==> src/rtl/fb_pkg.sv <==
// Shared definitions for the framebuffer rectangle writer.
// Holds the visible-area limits, the framebuffer geometry, the
// half-resolution selection rule and the writer FSM state type.
package fb_pkg;

  localparam int MAX_SX    = 799;   // last visible column
  localparam int MAX_SY    = 479;   // last visible row
  localparam int LINE_W    = 800;   // pixels per framebuffer row
  localparam int FB_ADDR_W = 19;    // framebuffer word address width
  localparam int PIX_W     = 4;     // palette index width
  localparam int COORD_W   = 10;    // coordinate / size width

  // Full 800x480 frame in pixels; smaller buffers store two pixels per word.
  localparam int FULL_FB_SIZE   = LINE_W * (MAX_SY + 1);
  localparam int HALF_RES_LIMIT = 192000;

  typedef enum logic [1:0] {
    IDLE = 2'd0,
    CLIP = 2'd1,
    FILL = 2'd2,
    DONE = 2'd3
  } fb_state_t;

  // Half-resolution addressing is used whenever the buffer cannot hold a full frame.
  function automatic bit half_res_of(input int fb_size);
    bit r_half;
    if (fb_size > HALF_RES_LIMIT) begin
      r_half = 1'b0;
    end else begin
      r_half = 1'b1;
    end
    return r_half;
  endfunction

  // Linear pixel index to framebuffer word address, same mapping as scan-out.
  function automatic logic [FB_ADDR_W-1:0] fb_map(input logic [FB_ADDR_W-1:0] lin,
                                                  input bit half_res);
    logic [FB_ADDR_W-1:0] addr;
    if (half_res) begin
      addr = lin >> 1;
    end else begin
      addr = lin;
    end
    return addr;
  endfunction

endpackage

==> src/rtl/fb_rect_clip.sv <==
// Combinational rectangle clipper.
// Clips a rectangle to the visible area and produces the linear index of
// its top-left pixel.
//   i_x0, i_y0 : rectangle origin
//   i_w, i_h   : rectangle size in pixels
//   o_x1, o_y1 : last column / row inside the visible area
//   o_row_base : y0*LINE_W + x0 (valid only when o_empty is 0)
//   o_empty    : rectangle has no visible pixels
module fb_rect_clip
  import fb_pkg::*;
(
  input  logic [COORD_W-1:0]   i_x0,
  input  logic [COORD_W-1:0]   i_y0,
  input  logic [COORD_W-1:0]   i_w,
  input  logic [COORD_W-1:0]   i_h,
  output logic [COORD_W-1:0]   o_x1,
  output logic [COORD_W-1:0]   o_y1,
  output logic [FB_ADDR_W-1:0] o_row_base,
  output logic                 o_empty
);

  // 11-bit end coordinates so x0+w-1 cannot wrap.
  logic [COORD_W:0] w_x_end;
  logic [COORD_W:0] w_y_end;

  // Clip the far corner, flag empty rectangles and form the first row base.
  always_comb begin
    w_x_end = {1'b0, i_x0} + {1'b0, i_w} - 11'd1;
    w_y_end = {1'b0, i_y0} + {1'b0, i_h} - 11'd1;

    if (w_x_end > 11'(MAX_SX)) begin
      o_x1 = 10'(MAX_SX);
    end else begin
      o_x1 = w_x_end[COORD_W-1:0];
    end

    if (w_y_end > 11'(MAX_SY)) begin
      o_y1 = 10'(MAX_SY);
    end else begin
      o_y1 = w_y_end[COORD_W-1:0];
    end

    // A zero size wraps w_x_end/w_y_end, but the empty flag masks that case.
    o_empty = (i_w == 10'd0) || (i_h == 10'd0) ||
              (i_x0 > 10'(MAX_SX)) || (i_y0 > 10'(MAX_SY));

    // The only multiply in the block; it is used once per command.
    o_row_base = FB_ADDR_W'(i_y0) * FB_ADDR_W'(LINE_W) + FB_ADDR_W'(i_x0);
  end

endmodule

==> src/rtl/fb_rect_writer.sv <==
// Framebuffer rectangle writer: fills clipped rectangles with one palette
// index, one pixel per cycle, into the framebuffer RAM write port.
//   clk, rst          : clock, synchronous active-high reset
//   cmd_valid/ready   : command handshake
//   cmd_x0/y0/w/h     : rectangle origin and size
//   cmd_color         : palette index to write
//   wr_stall          : framebuffer port unavailable
//   wr_en/addr/data   : registered framebuffer write port
//   busy              : command in progress
//   done              : one-cycle pulse when a command completes
// All outputs are registered. A write is launched at a clock edge where
// wr_stall is low; a launched pixel appears on the port the following cycle.
// The first pixel is launched at the end of the CLIP cycle, so it appears two
// cycles after accept. Each stalled launch edge delays the rest of the fill by
// one cycle. FILL lasts one more cycle after the last launch, while the last
// write is on the port. done follows in the cycle after that.
module fb_rect_writer
  import fb_pkg::*;
#(
  parameter int FRAMEBUFFER_SIZE = FULL_FB_SIZE
) (
  input  logic                 clk,
  input  logic                 rst,
  input  logic                 cmd_valid,
  output logic                 cmd_ready,
  input  logic [COORD_W-1:0]   cmd_x0,
  input  logic [COORD_W-1:0]   cmd_y0,
  input  logic [COORD_W-1:0]   cmd_w,
  input  logic [COORD_W-1:0]   cmd_h,
  input  logic [PIX_W-1:0]     cmd_color,
  input  logic                 wr_stall,
  output logic                 wr_en,
  output logic [FB_ADDR_W-1:0] wr_addr,
  output logic [PIX_W-1:0]     wr_data,
  output logic                 busy,
  output logic                 done
);

  localparam bit HALF_RES = half_res_of(FRAMEBUFFER_SIZE);
  localparam logic [FB_ADDR_W-1:0] LINE_STRIDE = FB_ADDR_W'(LINE_W);

  fb_state_t r_state;

  // Latched command
  logic [COORD_W-1:0]   r_x0, r_y0, r_w, r_h;
  logic [PIX_W-1:0]     r_color;

  // Fill walker: next pixel to launch, clip limits, row start and linear index
  logic [COORD_W-1:0]   r_x, r_y, r_x1, r_y1;
  logic [FB_ADDR_W-1:0] r_row_base, r_lin;
  logic                 r_all_sent;

  // Registered outputs
  logic                 r_cmd_ready, r_wr_en, r_busy, r_done;
  logic [FB_ADDR_W-1:0] r_wr_addr;
  logic [PIX_W-1:0]     r_wr_data;

  // Clipper results, valid during CLIP
  logic [COORD_W-1:0]   w_clip_x1, w_clip_y1;
  logic [FB_ADDR_W-1:0] w_clip_row_base;
  logic                 w_clip_empty;

  // Pixel that would be launched at the coming edge, and the walker state after it
  logic [COORD_W-1:0]   w_cur_x, w_cur_y, w_cur_x1, w_cur_y1;
  logic [FB_ADDR_W-1:0] w_cur_base, w_cur_lin;
  logic [COORD_W-1:0]   w_nxt_x, w_nxt_y;
  logic [FB_ADDR_W-1:0] w_nxt_base, w_nxt_lin;
  logic                 w_row_end, w_last, w_can_issue, w_issue;

  fb_rect_clip u_clip (
    .i_x0       (r_x0),
    .i_y0       (r_y0),
    .i_w        (r_w),
    .i_h        (r_h),
    .o_x1       (w_clip_x1),
    .o_y1       (w_clip_y1),
    .o_row_base (w_clip_row_base),
    .o_empty    (w_clip_empty)
  );

  // Select the pixel to launch: CLIP feeds the freshly clipped origin, FILL the walker.
  always_comb begin
    w_cur_x    = r_x;
    w_cur_y    = r_y;
    w_cur_x1   = r_x1;
    w_cur_y1   = r_y1;
    w_cur_base = r_row_base;
    w_cur_lin  = r_lin;
    if (r_state == CLIP) begin
      w_cur_x    = r_x0;
      w_cur_y    = r_y0;
      w_cur_x1   = w_clip_x1;
      w_cur_y1   = w_clip_y1;
      w_cur_base = w_clip_row_base;
      w_cur_lin  = w_clip_row_base;
    end else begin
      w_cur_x    = r_x;
      w_cur_y    = r_y;
      w_cur_x1   = r_x1;
      w_cur_y1   = r_y1;
      w_cur_base = r_row_base;
      w_cur_lin  = r_lin;
    end
  end

  // Advance the walker: step right, or wrap to x0 and add one row stride.
  always_comb begin
    w_row_end = (w_cur_x == w_cur_x1);
    w_last    = w_row_end && (w_cur_y == w_cur_y1);
    if (w_row_end) begin
      w_nxt_x    = r_x0;
      w_nxt_y    = w_cur_y + 10'd1;
      w_nxt_base = w_cur_base + LINE_STRIDE;
      w_nxt_lin  = w_cur_base + LINE_STRIDE;
    end else begin
      w_nxt_x    = w_cur_x + 10'd1;
      w_nxt_y    = w_cur_y;
      w_nxt_base = w_cur_base;
      w_nxt_lin  = w_cur_lin + 19'd1;
    end
    w_can_issue = ((r_state == CLIP) && !w_clip_empty) ||
                  ((r_state == FILL) && !r_all_sent);
    w_issue     = w_can_issue && !wr_stall;
  end

  // Writer FSM, walker registers and registered outputs.
  always_ff @(posedge clk) begin
    if (rst) begin
      r_state     <= IDLE;
      r_x0        <= 10'd0;
      r_y0        <= 10'd0;
      r_w         <= 10'd0;
      r_h         <= 10'd0;
      r_color     <= 4'd0;
      r_x         <= 10'd0;
      r_y         <= 10'd0;
      r_x1        <= 10'd0;
      r_y1        <= 10'd0;
      r_row_base  <= 19'd0;
      r_lin       <= 19'd0;
      r_all_sent  <= 1'b0;
      r_cmd_ready <= 1'b0;
      r_wr_en     <= 1'b0;
      r_wr_addr   <= 19'd0;
      r_wr_data   <= 4'd0;
      r_busy      <= 1'b0;
      r_done      <= 1'b0;
    end else begin
      r_wr_en <= 1'b0;
      r_done  <= 1'b0;

      if (w_issue) begin
        r_wr_en    <= 1'b1;
        r_wr_addr  <= fb_map(w_cur_lin, HALF_RES);
        r_wr_data  <= r_color;
        r_x        <= w_nxt_x;
        r_y        <= w_nxt_y;
        r_row_base <= w_nxt_base;
        r_lin      <= w_nxt_lin;
        r_all_sent <= w_last;
      end else if (w_can_issue) begin
        // Stalled: hold position (and load the clipped origin if still in CLIP).
        r_x        <= w_cur_x;
        r_y        <= w_cur_y;
        r_row_base <= w_cur_base;
        r_lin      <= w_cur_lin;
        r_all_sent <= 1'b0;
      end else begin
        r_x        <= r_x;
        r_y        <= r_y;
        r_row_base <= r_row_base;
        r_lin      <= r_lin;
        r_all_sent <= r_all_sent;
      end

      case (r_state)
        IDLE: begin
          r_busy <= 1'b0;
          if (cmd_valid && r_cmd_ready) begin
            r_x0        <= cmd_x0;
            r_y0        <= cmd_y0;
            r_w         <= cmd_w;
            r_h         <= cmd_h;
            r_color     <= cmd_color;
            r_all_sent  <= 1'b0;
            r_cmd_ready <= 1'b0;
            r_busy      <= 1'b1;
            r_state     <= CLIP;
          end else begin
            r_cmd_ready <= 1'b1;
            r_state     <= IDLE;
          end
        end
        CLIP: begin
          r_x1 <= w_clip_x1;
          r_y1 <= w_clip_y1;
          if (w_clip_empty) begin
            r_done  <= 1'b1;
            r_state <= DONE;
          end else begin
            r_state <= FILL;
          end
        end
        FILL: begin
          // Once the last pixel is on the port, finish with the done pulse.
          if (r_all_sent) begin
            r_done  <= 1'b1;
            r_state <= DONE;
          end else begin
            r_state <= FILL;
          end
        end
        DONE: begin
          r_busy      <= 1'b0;
          r_cmd_ready <= 1'b1;
          r_state     <= IDLE;
        end
        default: begin
          r_busy      <= 1'b0;
          r_cmd_ready <= 1'b0;
          r_state     <= IDLE;
        end
      endcase
    end
  end

  assign cmd_ready = r_cmd_ready;
  assign wr_en     = r_wr_en;
  assign wr_addr   = r_wr_addr;
  assign wr_data   = r_wr_data;
  assign busy      = r_busy;
  assign done      = r_done;

endmodule

==> config.mk <==
export PLATFORM = sky130hd
export DESIGN_NAME = fb_rect_writer
export DESIGN_NICKNAME = d
export VERILOG_FILES = /design/src/rtl/fb_pkg.sv /design/src/rtl/fb_rect_clip.sv /design/src/rtl/fb_rect_writer.sv
export SDC_FILE = /design/constraint.sdc
export NUM_CORES = 1
export LEC_CHECK = 0
export BUFFER_PORTS_ARGS = -buffer_cell sky130_fd_sc_hd__buf_2
export CORE_UTILIZATION = 65
export CTS_CLUSTER_SIZE = 24
export DETAILED_ROUTE_END_ITERATION = 7
export PLACE_DENSITY_LB_ADDON = 0.05
export SLEW_MARGIN = 5
export SYNTH_ARGS = -nofsm -noshare
export SYNTH_HDL_FRONTEND = slang
export SYNTH_SLANG_ARGS = --single-unit
==> constraint.sdc <==
create_clock -name clk -period 12.3 [get_ports clk]
set_input_delay 1.23 -clock clk [delete_from_list [all_inputs] [get_ports clk]]
set_output_delay 1.23 -clock clk [all_outputs]
set_load 0.01 [all_outputs]
; ---- Word level (Yosys, flattened, before mapping)
; Cells that the tools add are included.
[word_totals]
reg_bits = 152
input_bits = 48
word_cells = 92
[op_classes]
n_mux = 36
order_cmp = 4
n_eq_ne = 5
n_mul = 1
add_sub_neg = 9
reduce_logical = 18
[op_table]
columns = op, n
row1 = 19-bit 2-to-1 mux, 8
row2 = 10-bit 2-to-1 mux, 12
row3 = 10-bit by 10-bit adder with 11-bit output, 2
row4 = 11-bit by 1-bit subtractor with 11-bit output (second input constant), 2
row5 = 10-bit by 1-bit adder with 10-bit output (second input constant), 2
row6 = 10-bit == test, 2
row7 = 10-bit logical NOT, 2
row8 = 19-bit by 1-bit adder with 19-bit output (second input constant), 1
row9 = 19-bit by 10-bit adder with 19-bit output, 1
row10 = 19-bit by 10-bit adder with 19-bit output (second input constant), 1
row11 = 10-bit by 5-bit multiplier with 14-bit output (second input constant), 1
row12 = 1-bit 2-to-1 mux, 12
row13 = 11-bit by 10-bit greater-than comparator with 1-bit output (second input constant), 1
row14 = 11-bit by 9-bit greater-than comparator with 1-bit output (second input constant), 1
row15 = 10-bit greater-than comparator (second input constant), 1
row16 = 10-bit by 9-bit greater-than comparator with 1-bit output (second input constant), 1
row17 = 2-bit case mux with 4 select lines, 1
row18 = 1-bit case mux with 2 select lines, 3
row19 = 1-bit logical AND, 5
row20 = 2-bit == test (second input constant), 2
row21 = 1-bit logical OR, 4
row22 = 2-bit nonzero test, 2
row23 = 1-bit logical NOT, 3
row24 = 2-bit by 1-bit == test with 1-bit output (second input constant), 1
row25 = other kinds (2), 2

; ---- Longest topological paths before layout
; Gate-level depths: netlist of run 1.
[logic_depth]
ltp_word = 11
depth_mapped = 18
ltp_nobuf = 18

; ---- Hierarchy
; Synthesis of run 1 repeated with hierarchy kept, for this count alone.
[hier_totals]
hier_cells = 1471
hier_area_um2 = 11479.8
[modules_own_cells]
columns = module, n_inst, cells_per_inst, area_per_inst_um2
row1 = fb_rect_writer, 1, 1101, 8705.8
row2 = fb_rect_clip, 1, 370, 2773.9

; ---- Least setup slack after synthesis of run 1
; No wires, ideal clock.
[synth_timing]
kind = register -> register
startpoint = register r_y0[4]
endpoint = register r_lin[17]
arrival_time_ps = 4244
path_stages_with_launch = 18
path_buffers = 1
period_less_slack_ps = 4362
setup_ps = 117
required_time_ps = 12183
path_slack_ps = 7938
cell_sequence = dfxtp_1 -> ha_1 -> ha_1 -> inv_1 -> fa_1 -> inv_1 -> ha_1 -> clkbuf_1 -> or3b_2 -> mux2i_1 -> o2111a_1 -> xnor2_1 -> mux2_2 -> nand3_1 -> nor4_1 -> xor2_1 -> or2_1 -> a32o_1
[synth_between]
elab_chain_cells = 7
word_cells_on_any_way = 16
cone_classes = add/sub (3) / mul (1) / order compare (1) / mux (5) / reduce/logical (6)
[synth_lines]
columns = element, line_no
row1 = "start, declared", fb_rect_writer.sv:45  ; logic [COORD_W-1:0] r_x0, r_y0, r_w, r_h;
row2 = "start signal, assigned", fb_rect_writer.sv:181  ; r_y0 <= cmd_y0;
row3 = branches (longest 7 deep; another with 19-bit by 10-bit adder with 19-bit output), -
row4 = "end signal, assigned", fb_rect_writer.sv:159  ; r_lin <= w_nxt_lin;
row5 = "end signal, assigned", fb_rect_writer.sv:166  ; r_lin <= w_cur_lin;
row6 = "end signal, assigned", fb_rect_writer.sv:172  ; r_lin <= r_lin;
row7 = "end, declared", fb_rect_writer.sv:50  ; logic [FB_ADDR_W-1:0] r_row_base, r_lin;
; Several ways; the timed one is not identified. The select of a mux whose other input is x is not followed.
; A chain may end at the register's enable or synchronous reset.

; ---- Worst setup path in the final report of run 1
[layout_timing]
startpoint = register r_state[1]
endpoint = register r_row_base[7]
[layout_between]
elab_chain_cells = 5
word_cells_on_any_way = 15
cone_classes = add/sub (1) / eq/ne (3) / mux (6) / reduce/logical (5)
[layout_lines]
columns = element, line_no
row1 = "start, declared", fb_rect_writer.sv:42  ; fb_state_t r_state;
row2 = "start signal, assigned", fb_rect_writer.sv:129  ; r_state <= IDLE;
row3 = "start signal, assigned", fb_rect_writer.sv:188  ; r_state <= CLIP;
row4 = "start signal, assigned", fb_rect_writer.sv:191  ; r_state <= IDLE;
row5 = 2-bit by 1-bit == test with 1-bit output / 2-bit == test (equally long branches), "fb_rect_writer.sv:89, fb_rect_writer.sv:121, fb_rect_writer.sv:122"
row6 = 19-bit 2-to-1 mux (tied with other cells), fb_rect_writer.sv:89  ; if (r_state == CLIP) begin
row7 = 19-bit by 10-bit adder with 19-bit output (tied with other cells), fb_rect_writer.sv:113  ; w_nxt_base = w_cur_base + LINE_STRIDE;
row8 = 19-bit 2-to-1 mux / 1-bit logical AND (equally long branches), "fb_rect_writer.sv:110, fb_rect_writer.sv:123"
row9 = 19-bit 2-to-1 mux / 2-bit nonzero test (equally long branches), -
row10 = "end signal, assigned", fb_rect_writer.sv:158  ; r_row_base <= w_nxt_base;
row11 = "end signal, assigned", fb_rect_writer.sv:165  ; r_row_base <= w_cur_base;
row12 = "end signal, assigned", fb_rect_writer.sv:171  ; r_row_base <= r_row_base;
row13 = "end, declared", fb_rect_writer.sv:50
; Parallel ways exist; a longest one is shown, timed or not. The select of a mux whose other input is x is not followed.

==> results of run 1 <==
## placed cells by master, fill, tap and decap left out, types with 26 or more instances in the layout
| master | Yosys | final |
|---|---|---|
| inv_1 | 123 | 123 |
| xnor2_1 | 31 | 31 |
| buf_2 | 16 | 73 |
| nand3_1 | 41 | 41 |
| a211oi_1 | 34 | 34 |
| nor2_1 | 135 | 134 |
| nand2_1 | 192 | 192 |
| mux2i_1 | 30 | 30 |
| nor2b_1 | 26 | 26 |
| ha_1 | 86 | 85 |
| a21oi_1 | 122 | 122 |
| o21ai_0 | 62 | 62 |
| dfxtp_1 | 152 | 152 |
| nor3_1 | 32 | 32 |
## layer usage
layer / GRT usage (%) / vias up / wire length (um)
li1: - / 5409 / -
met1: 46.9 / 5271 / 13900
met2: 58.4 / 538 / 14800
met3: 8.88 / 88 / 2890
met4: 15.8 / 0 / 1020
met5: 0 / - / 0
## final timing paths
check	endpoint	slack, ns	cells past startpoint
hold reg to reg	wr_addr[17]	0.45	2
hold / removal	wr_addr[17]	0.45	2
setup reg to reg	r_row_base[7]	6.63	13
setup / recovery	r_row_base[7]	6.63	13
## through the flow
stage | instance area [sq um] | hold WS, ns
2_1_floorplan | 11400 | 0.426
3_3_place_gp | 11800 | 0.435
3_5_place_dp | 11800 | 0.439
4_1_cts | 12500 | 0.455
5_1_grt | 12500 | 0.475
6_report | 12500 | 0.452
## state kept, by name (all words and copies together) (netlist names), 2 cells and up
signal,flops
r_lin,19
r_row_base,19
r_y0,10
r_state,2
r_w,10
wr_data,4
r_x,10
wr_addr,19
r_x0,10
r_h,10
r_x1,10
r_color,4
r_y,10
r_y1,10
## layout make-up
cell class              instances  area [sq um]
fillers                      1442          4680
well taps                     225           282
multi-input cells            1147          7570
inverters                     123           462
flip-flops and latches        152          3040
repair buffers                 90           493
clock buffers                  18           429
clock inverters                13           216
## power by group through the flow
stage / Sequential (mW) / Combinational (mW) / Clock [mW]
5_1_grt: 0.551 / 0.673 / 0.606
3_3_place_gp: 0.556 / 0.589 / 0
4_1_cts: 0.546 / 0.602 / 0.585
3_5_place_dp: 0.557 / 0.596 / 0
2_1_floorplan: 0.549 / 0.460 / 0
6_report: 0.548 / 0.615 / 0.585
## synthesized netlist by cell type, types with 18 or more instances
| library cell | n |
|---|---|
| nand2_1 | 192 |
| dfxtp_1 | 152 |
| nor2_1 | 135 |
| inv_1 | 123 |
| a21oi_1 | 122 |
| ha_1 | 86 |
| o21ai_0 | 62 |
| clkbuf_1 | 59 |
| nand3_1 | 41 |
| a211oi_1 | 34 |
| nor3_1 | 32 |
| xnor2_1 | 31 |
| mux2i_1 | 30 |
| nor2b_1 | 26 |
| xor2_1 | 21 |
| and3_1 | 20 |
| a31oi_1 | 19 |
| and2_1 | 18 |
## cell families (layout without fill, tap and decap cells)
| kind of cell | Yosys count | count (layout) |
|---|---|---|
| AOI/OAI and AO/OA | 408 | 408 |
| xor gates and xnor gates | 52 | 52 |
| adders and majority gates | 94 | 94 |
| buffers and inverters | 206 | 244 |
| DFF | 152 | 152 |
| muxes | 49 | 49 |
| and+or+nand+nor | 544 | 544 |
## worst max-delay path: cells and delay by family (launching register included)
kind,cells,cell delay [ns]
compound gates,6,1.44
fa+ha+maj,1,0.36
buf+inv,3,1.36
flops,1,0.34
mux,1,0.29
simple gates,2,1.72
==> metrics.md, run 1 <==
| Metric | Value |
|---|---|
| Sw Share | `36.8%` |
| Setup Buffers After CTS | `0` |
| Critical path startpoint category | `flop` |
| Drt drc | `0` |
| Dpl hpwl | `22800 um` |
| Placed Instances | `1737` |
| Root Buffer | `clkbuf_16` |
| Final WL | `32600 um` |
| Layout Skew | `0.0113 ns` |
| Compound-Gate Fraction of Synth Area | `24.1%` |
| Total negative slack | `0 ns` |
| Combinational share of power | `35.2%` |
| Syn_nets | `1647` |
| Area Growth Syn to Fin | `9.68%` |
| Synth Register Bits | `152` |
| Post-synth EDFFs | `0` |
| Die Footprint | `0.0181 sq mm` |
| Max Slew Vio Count | `0` |
| Clock buffer depth | `2` |
| CP Capture Type | `flop` |
| Main synth FF type | `dfxtp_1` |
| Leading area contributor after synthesis | `dfxtp_1` |
| CTS tree | `built` |
| Final setup violation count | `0` |
| Gpl congestion | `0.952` |
| Synthesized area | `0.0114 sq mm` |
| CP most frequent cell | `buf_4` |
| H-tree Lvls | `4` |
| Top post-synthesis cells by area | `dfxtp_1 27%, ha_1 9.4%, nand2_1 6.3%` |
| Global-route wire length before repair | `52200 um` |
| Mean post-synth cell area | `7.57 sq um` |
| Overall power | `1.75 mW` |
| TritonRoute pass-1 iters | `6` |
| Worst Hold Class | `reg2reg` |
| Slowest library cell on the worst path | `nor2_2` |
| PD cells | `140 mW/mm^2` |
| CP Class | `reg2reg` |
| Unrepaired setup endpoints after global routing | `false` |
| # IOs | `75` |
| Core Region | `0.0172 sq mm` |
| Inserted Clock Buffers | `17` |
| Hold bufs inserted after CTS | `0` |
| Clk sink count | `152` |
| Post-synthesis adder-cell area fraction | `10.9%` |
| Pre-CTS setup slack | `6.79 ns` |
| Fin util | `72.7%` |
| Clock share of power | `33.5%` |
| RR Startpoint | `r_state[1]` |
| Largest family of logic cells by synthesized area | `compound AO/OA/AOI/OAI gates` |
| Sequential Power Share | `31.3%` |
| Max-slew headroom | `26.5%` |
| Number of global-route vias before repair | `10500` |
| Simple-gate share of the synthesized area | `22.7%` |
| Initial antenna violation count | `0` |
| Int Power | `1.11 mW` |
| Sequential element share of the synthesized area | `26.7%` |
| Fin crit share | `46.1%` |
| Via count | `11300` |
| GRT overflow | `0` |
| Critical path cell sequence | `inv_1, ha_4, buf_4, buf_4, o21ai_1, a22o_1, a211oi_1, a31oi_1, mux2_4, or4_1, nor2_2, a311oi_1, a2111oi_2` |
| Fin worst setup slack | `6.63 ns` |
| Gr usage total | `36.6%` |
| IO buf count | `74` |
| Worst-path maximum fanout | `70` |
| Top cell type's share of synthesized area | `26.7%` |
| Largest net degree at the start of global routing | `95` |
| # rows | `48` |
| N_diodes | `0` |
| Crit-path max cell delay | `0.87 ns` |
| Mux contribution to synthesized area | `4.55%` |
| Synth async-reset ratio | `0%` |
| Clk slew on worst S/H paths | `0.06 ns` |
| Worst-Skew Late Latency | `0.44 ns` |
| Distinct cells, synth | `90` |
| Share of cells above drive strength 1 | `11.1%` |
| Xor and xnor area share after synthesis | `4.00%` |
| Synthesized netlist cell count | `1505` |
| Hold Violations, Final | `0` |
| Routed Antenna Nets | `0` |
| Fmax | `0.176 GHz` |
| Die Y | `134 um` |
| Fin cells | `1768` |
| Worst VDD drop | `0.000140 V` |
| Crit path launch | `r_state[1]` |
| Leakage | `5.15 nW` |
| Resized Gates After CTS | `0` |
| Initial Utilization | `66.3%` |
| Worst path required time | `12.63 ns` |
| Fin crit period | `5.67 ns` |
| Initial DRC count | `1060` |
| Status | `finished, final reports clean` |
| Routed len/inst | `18.5 um` |
| Die width | `134 um` |
| CP arrival | `6.01 ns` |
| Nets@finish | `1673` |
| Hold path start | `wr_addr[17]` |
| Warnings from Yosys | `0` |
| Maxcap violations | `0` |
| NetSw | `0.643 mW` |
| Vias per cell | `6.39` |
| Slew @ Worst Pin | `1.09 ns` |
Note: power is estimated with default switching activity, not from simulation.
==> run 2: changes to the inputs <==
Settings changed: CORE_UTILIZATION 65 to 62.
Clock period 12.3 ns to 5.45 ns, I/O delays scaled along.
==> metrics.md, run 2 (synthesis gave the netlist of run 1 again) <==
| Metric | Value |
|---|---|
| Worst path required time | `5.78 ns` |
| Clk sink count | `152` |
| Initial Utilization | `63.4%` |
| Maxcap violations | `0` |
| Fmax | `0.203 GHz` |
| Reg2Reg Depth | `16` |
| Die Y | `138 um` |
| Vias per cell | `6.35` |
| CP Class | `reg2reg` |
| Die Footprint | `0.0189 sq mm` |
| Dpl hpwl | `24000 um` |
| Final WL | `33400 um` |
| Initial DRC count | `1048` |
| GRT overflow | `0` |
| Leakage | `5.20 nW` |
| Gr usage total | `36.0%` |
| Drt drc | `0` |
| Critical path startpoint category | `flop` |
| Final setup violation count | `0` |
| IO buf count | `74` |
| N_diodes | `0` |
| PD cells | `309 mW/mm^2` |
| Inserted Clock Buffers | `17` |
| # rows | `49` |
| Via count | `11300` |
| Global-route wire length before repair | `52900 um` |
| Nets@finish | `1688` |
| Fin worst setup slack | `0.529 ns` |
| Area Growth Syn to Fin | `10.2%` |
| Root Buffer | `clkbuf_16` |
| Fin crit period | `4.92 ns` |
| Largest net degree at the start of global routing | `63` |
| Routed Antenna Nets | `0` |
| Initial antenna violation count | `0` |
| Unrepaired setup endpoints after global routing | `false` |
| Core Region | `0.0180 sq mm` |
| CP arrival | `5.25 ns` |
| Share of cells above drive strength 1 | `12.1%` |
| Fin crit share | `90.3%` |
| H-tree Lvls | `4` |
| Most frequent cells in the layout | `192 x nand2_1, 152 x dfxtp_1, 133 x nor2_1` |
| # IOs | `75` |
| Slew @ Worst Pin | `0.944 ns` |
| Status | `finished, final reports clean` |
| Resized Gates After CTS | `0` |
| Worst-Skew Late Latency | `0.44 ns` |
| Routed len/inst | `18.7 um` |
| Hold bufs inserted after CTS | `0` |
| TritonRoute pass-1 iters | `5` |
| Die width | `138 um` |
| Overall power | `3.88 mW` |
| Hold Violations, Final | `0` |
| Clk slew on worst S/H paths | `0.07 ns` |
| Setup Buffers After CTS | `0` |
| Hold Crit Depth | `3` |
| Total negative slack | `0 ns` |
| Most common cell after layout, fill and taps aside | `nand2_1` |
| CTS tree | `built` |
| Gpl congestion | `0.948` |
| Worst-path maximum fanout | `9` |
| Pre-CTS setup slack | `0.634 ns` |
| CP Capture Type | `flop` |
| Max-slew headroom | `36.7%` |
| Worst VDD drop | `0.000258 V` |
| Layout Skew | `0.0131 ns` |
| Clock buffer depth | `2` |
| Worst Hold Class | `in2reg` |
| Max Slew Vio Count | `0` |
| Fin util | `69.9%` |
| Number of global-route vias before repair | `10300` |
[run 2: cell count changes in the layout (fill, tap and decap cells not counted), sizes merged]
cell    delta
bufinv     -3
inv        +3
buf       +15
clkbuf     -1
clkinv     +1
[run 2: stage by stage]
step / hold WS (ns) / area (sq um) / std cells
3_5_place_dp: 0.445 / 12000 / 1756
5_1_grt: 0.345 / 12600 / 1787
6_report: 0.336 / 12600 / 1787
2_1_floorplan: 0.426 / 11400 / 1505
3_3_place_gp: 0.434 / 12000 / 1756
4_1_cts: 0.340 / 12600 / 1787
[run 2: routing by layer]
layer / up-vias / track usage (%) / routed length (um)
li1: 5436 / - / -
met4: 0 / 13.0 / 943
met2: 588 / 57.3 / 15100
met5: - / 0 / 0
met1: 5228 / 48.0 / 14400
met3: 88 / 7.21 / 2940
[run 2: critical path: stages (launching register included)]
cell and delay, ns:
dfxtp_1 0.54, ha_1 0.31, ha_1 0.28, inv_1 0.05, fa_1 0.50, inv_1 0.04, ha_1 0.40, or3b_2 0.47
mux2i_1 0.21, o2111a_1 0.30, xnor2_1 0.22, mux2_2 0.29, nand3_1 0.16, nor4_1 0.39, xor2_1 0.17, or2_1 0.24
a32o_1 0.24
[run 2: worst paths after layout]
check | slack (ns) | startpoint | end
setup reg to reg | 0.53 | r_y0[4] | r_lin[17]
hold / removal | 0.34 | cmd_w[8] | r_w[8]
setup / recovery | 0.53 | r_y0[4] | r_lin[17]
hold reg to reg | 0.45 | wr_addr[10] | wr_addr[10]
[run 2: layout make-up]
cell class	count	area, sq um
multi-input cells	1147	7570
fillers	1526	5410
flip-flops and latches	152	3040
repair buffers	105	606
inverters	123	462
clock buffers	17	425
well taps	229	287
clock inverters	14	164
[run 2: power by group]
part | internal, mW | total [mW] | switching, mW
clock | 0.685 | 1.21 | 0.529
combinational | 0.533 | 1.44 | 0.904
sequential | 1.17 | 1.23 | 0.0566
total | 2.39 | 3.88 | 1.49
==> run 3: changes to the inputs <==
Settings changed: REMOVE_ABC_BUFFERS from default to 1.
==> metrics.md, run 3 (synthesis gave the netlist of run 1 again) <==
| Metric | Value |
|---|---|
| Worst VDD drop | `0.000244 V` |
| Initial DRC count | `1021` |
| Drt drc | `0` |
| IO buf count | `74` |
| Initial antenna violation count | `0` |
| Worst path required time | `5.78 ns` |
| TritonRoute pass-1 iters | `5` |
| Number of global-route vias before repair | `9833` |
| Total negative slack | `0 ns` |
| Hold WS | `0.334 ns` |
| Die Footprint | `0.0189 sq mm` |
| Met2 WL | `14400 um` |
| RR Startpoint | `r_x0[0]` |
| Die Y | `138 um` |
| Slew @ Worst Pin | `0.964 ns` |
| Layout Skew | `0.0102 ns` |
| Crit path launch | `r_x0[0]` |
| Die width | `138 um` |
| Nets@finish | `1689` |
| Fmax | `0.203 GHz` |
| Routed len/inst | `17.3 um` |
| Fin crit share | `90.2%` |
| Gr usage total | `33.2%` |
| Root Buffer | `clkbuf_16` |
| Slowest library cell on the worst path | `or4_1` |
| Setup Buffers After CTS | `0` |
| Worst Hold Class | `in2reg` |
| Clk sink count | `152` |
| CP arrival | `5.25 ns` |
| PD cells | `310 mW/mm^2` |
| Unrepaired setup endpoints after global routing | `false` |
| Clock buffer depth | `2` |
| Leakage | `5.22 nW` |
| CP most frequent cell | `inv_1` |
| Core Region | `0.0180 sq mm` |
| Inserted Clock Buffers | `17` |
| Max-slew headroom | `35.5%` |
| Most common cell after layout, fill and taps aside | `nand2_1` |
| Met3 wire length | `2190 um` |
| DR top layer | `met4` |
| Worst-Skew Late Latency | `0.44 ns` |
| Largest net degree at the start of global routing | `68` |
| Share of cells above drive strength 1 | `12.4%` |
| Vias per cell | `6.21` |
| M1 WL | `13900 um` |
| Area Growth Syn to Fin | `10.5%` |
| Hold bufs inserted after CTS | `0` |
| Maxcap violations | `0` |
| Resized Gates After CTS | `0` |
| Via count | `11100` |
| # rows | `49` |
| Critical path cell sequence | `inv_1, ha_1, inv_1, ha_1, inv_1, fa_1, nand2b_1, a21boi_1, o41ai_1, nor3_2, o311ai_4, mux2_4, or4_1, nor2_2, buf_4, a41oi_1, a32o_1` |
| Max Slew Vio Count | `0` |
| CP Capture Type | `flop` |
| H-tree Lvls | `4` |
| Crit-path max cell delay | `0.55 ns` |
| Initial Utilization | `63.4%` |
| Worst-path maximum fanout | `13` |
| Gpl congestion | `0.910` |
| Final setup violation count | `0` |
| Fill count | `1548` |
| N_diodes | `0` |
| Clk slew on worst S/H paths | `0.07 ns` |
| CP Class | `reg2reg` |
| # IOs | `75` |
| Hold path start | `cmd_h[9]` |
| Global-route wire length before repair | `49200 um` |
| Critical path startpoint category | `flop` |
| Final WL | `31000 um` |
| Status | `finished, final reports clean` |
| GRT overflow | `0` |
| Dpl hpwl | `21900 um` |
| Routed Antenna Nets | `0` |
| Most frequent cells in the layout | `192 x nand2_1, 152 x dfxtp_1, 133 x nor2_1` |
| CTS tree | `built` |
| Hold Violations, Final | `0` |
| Fin crit period | `4.92 ns` |
-- run 3: cell count changes in the layout (fill, tap and decap cells not counted), sizes merged --
cell,delta
inv,+1
clkinv,+1
clkinvlp,-1
buf,+1
-- run 3: final timing paths --
check | end | slack [ns] | depth (start not counted)
min reg2reg | wr_data[2] | 0.45 | 2
min | r_h[9] | 0.33 | 3
max | r_lin[3] | 0.53 | 17
max reg2reg | r_lin[3] | 0.53 | 17
-- run 3: worst max-delay path: cells and delay by family (launching register included) --
kind	cells	cell delay, ns
buffers and inverters	4	0.50
multiplexers	1	0.36
flip-flops	1	0.48
adder cells (fa/ha/maj)	3	0.82
AND/OR/NAND/NOR	4	1.67
AO/OA/AOI/OAI	5	0.98
-- run 3: through the flow --
step           setup slack [ns]  util, %  total power [mW]  cell area, sq um  instances
2_1_floorplan             -2.29        -              2.23             11000       1422
3_3_place_gp              0.784     66.7              2.61             12000       1757
3_5_place_dp              0.647     66.7              2.64             12000       1757
4_1_cts                   0.593     70.1              3.88             12600       1789
5_1_grt                   0.273     70.1              4.08             12600       1789
6_report                  0.532     70.1              3.91             12600       1789
-- run 3: final cells by class --
cell class	count	area (sq um)	share of cell area, %
well taps	229	287	2.28
clock buffers	17	425	3.38
clock inverters	15	185	1.47
multi-input cells	1147	7580	60.2
inverters	123	462	3.67
repair buffers	106	613	4.87
flip-flops and latches	152	3040	24.2
-- run 3: report_power, final --
part | total, mW | internal [mW] | leakage, nW | switching, mW
Sequential | 1.22 | 1.17 | 1.23 | 0.0497
Clock | 1.25 | 0.696 | 0.295 | 0.555
Combinational | 1.43 | 0.538 | 3.69 | 0.893
-- run 3: layer usage --
layer / vias up / global-route usage (%)
met5: - / 0
met4: 0 / 9.89
met3: 52 / 5.56
met2: 448 / 54.3
met1: 5154 / 44.5
li1: 5447 / -
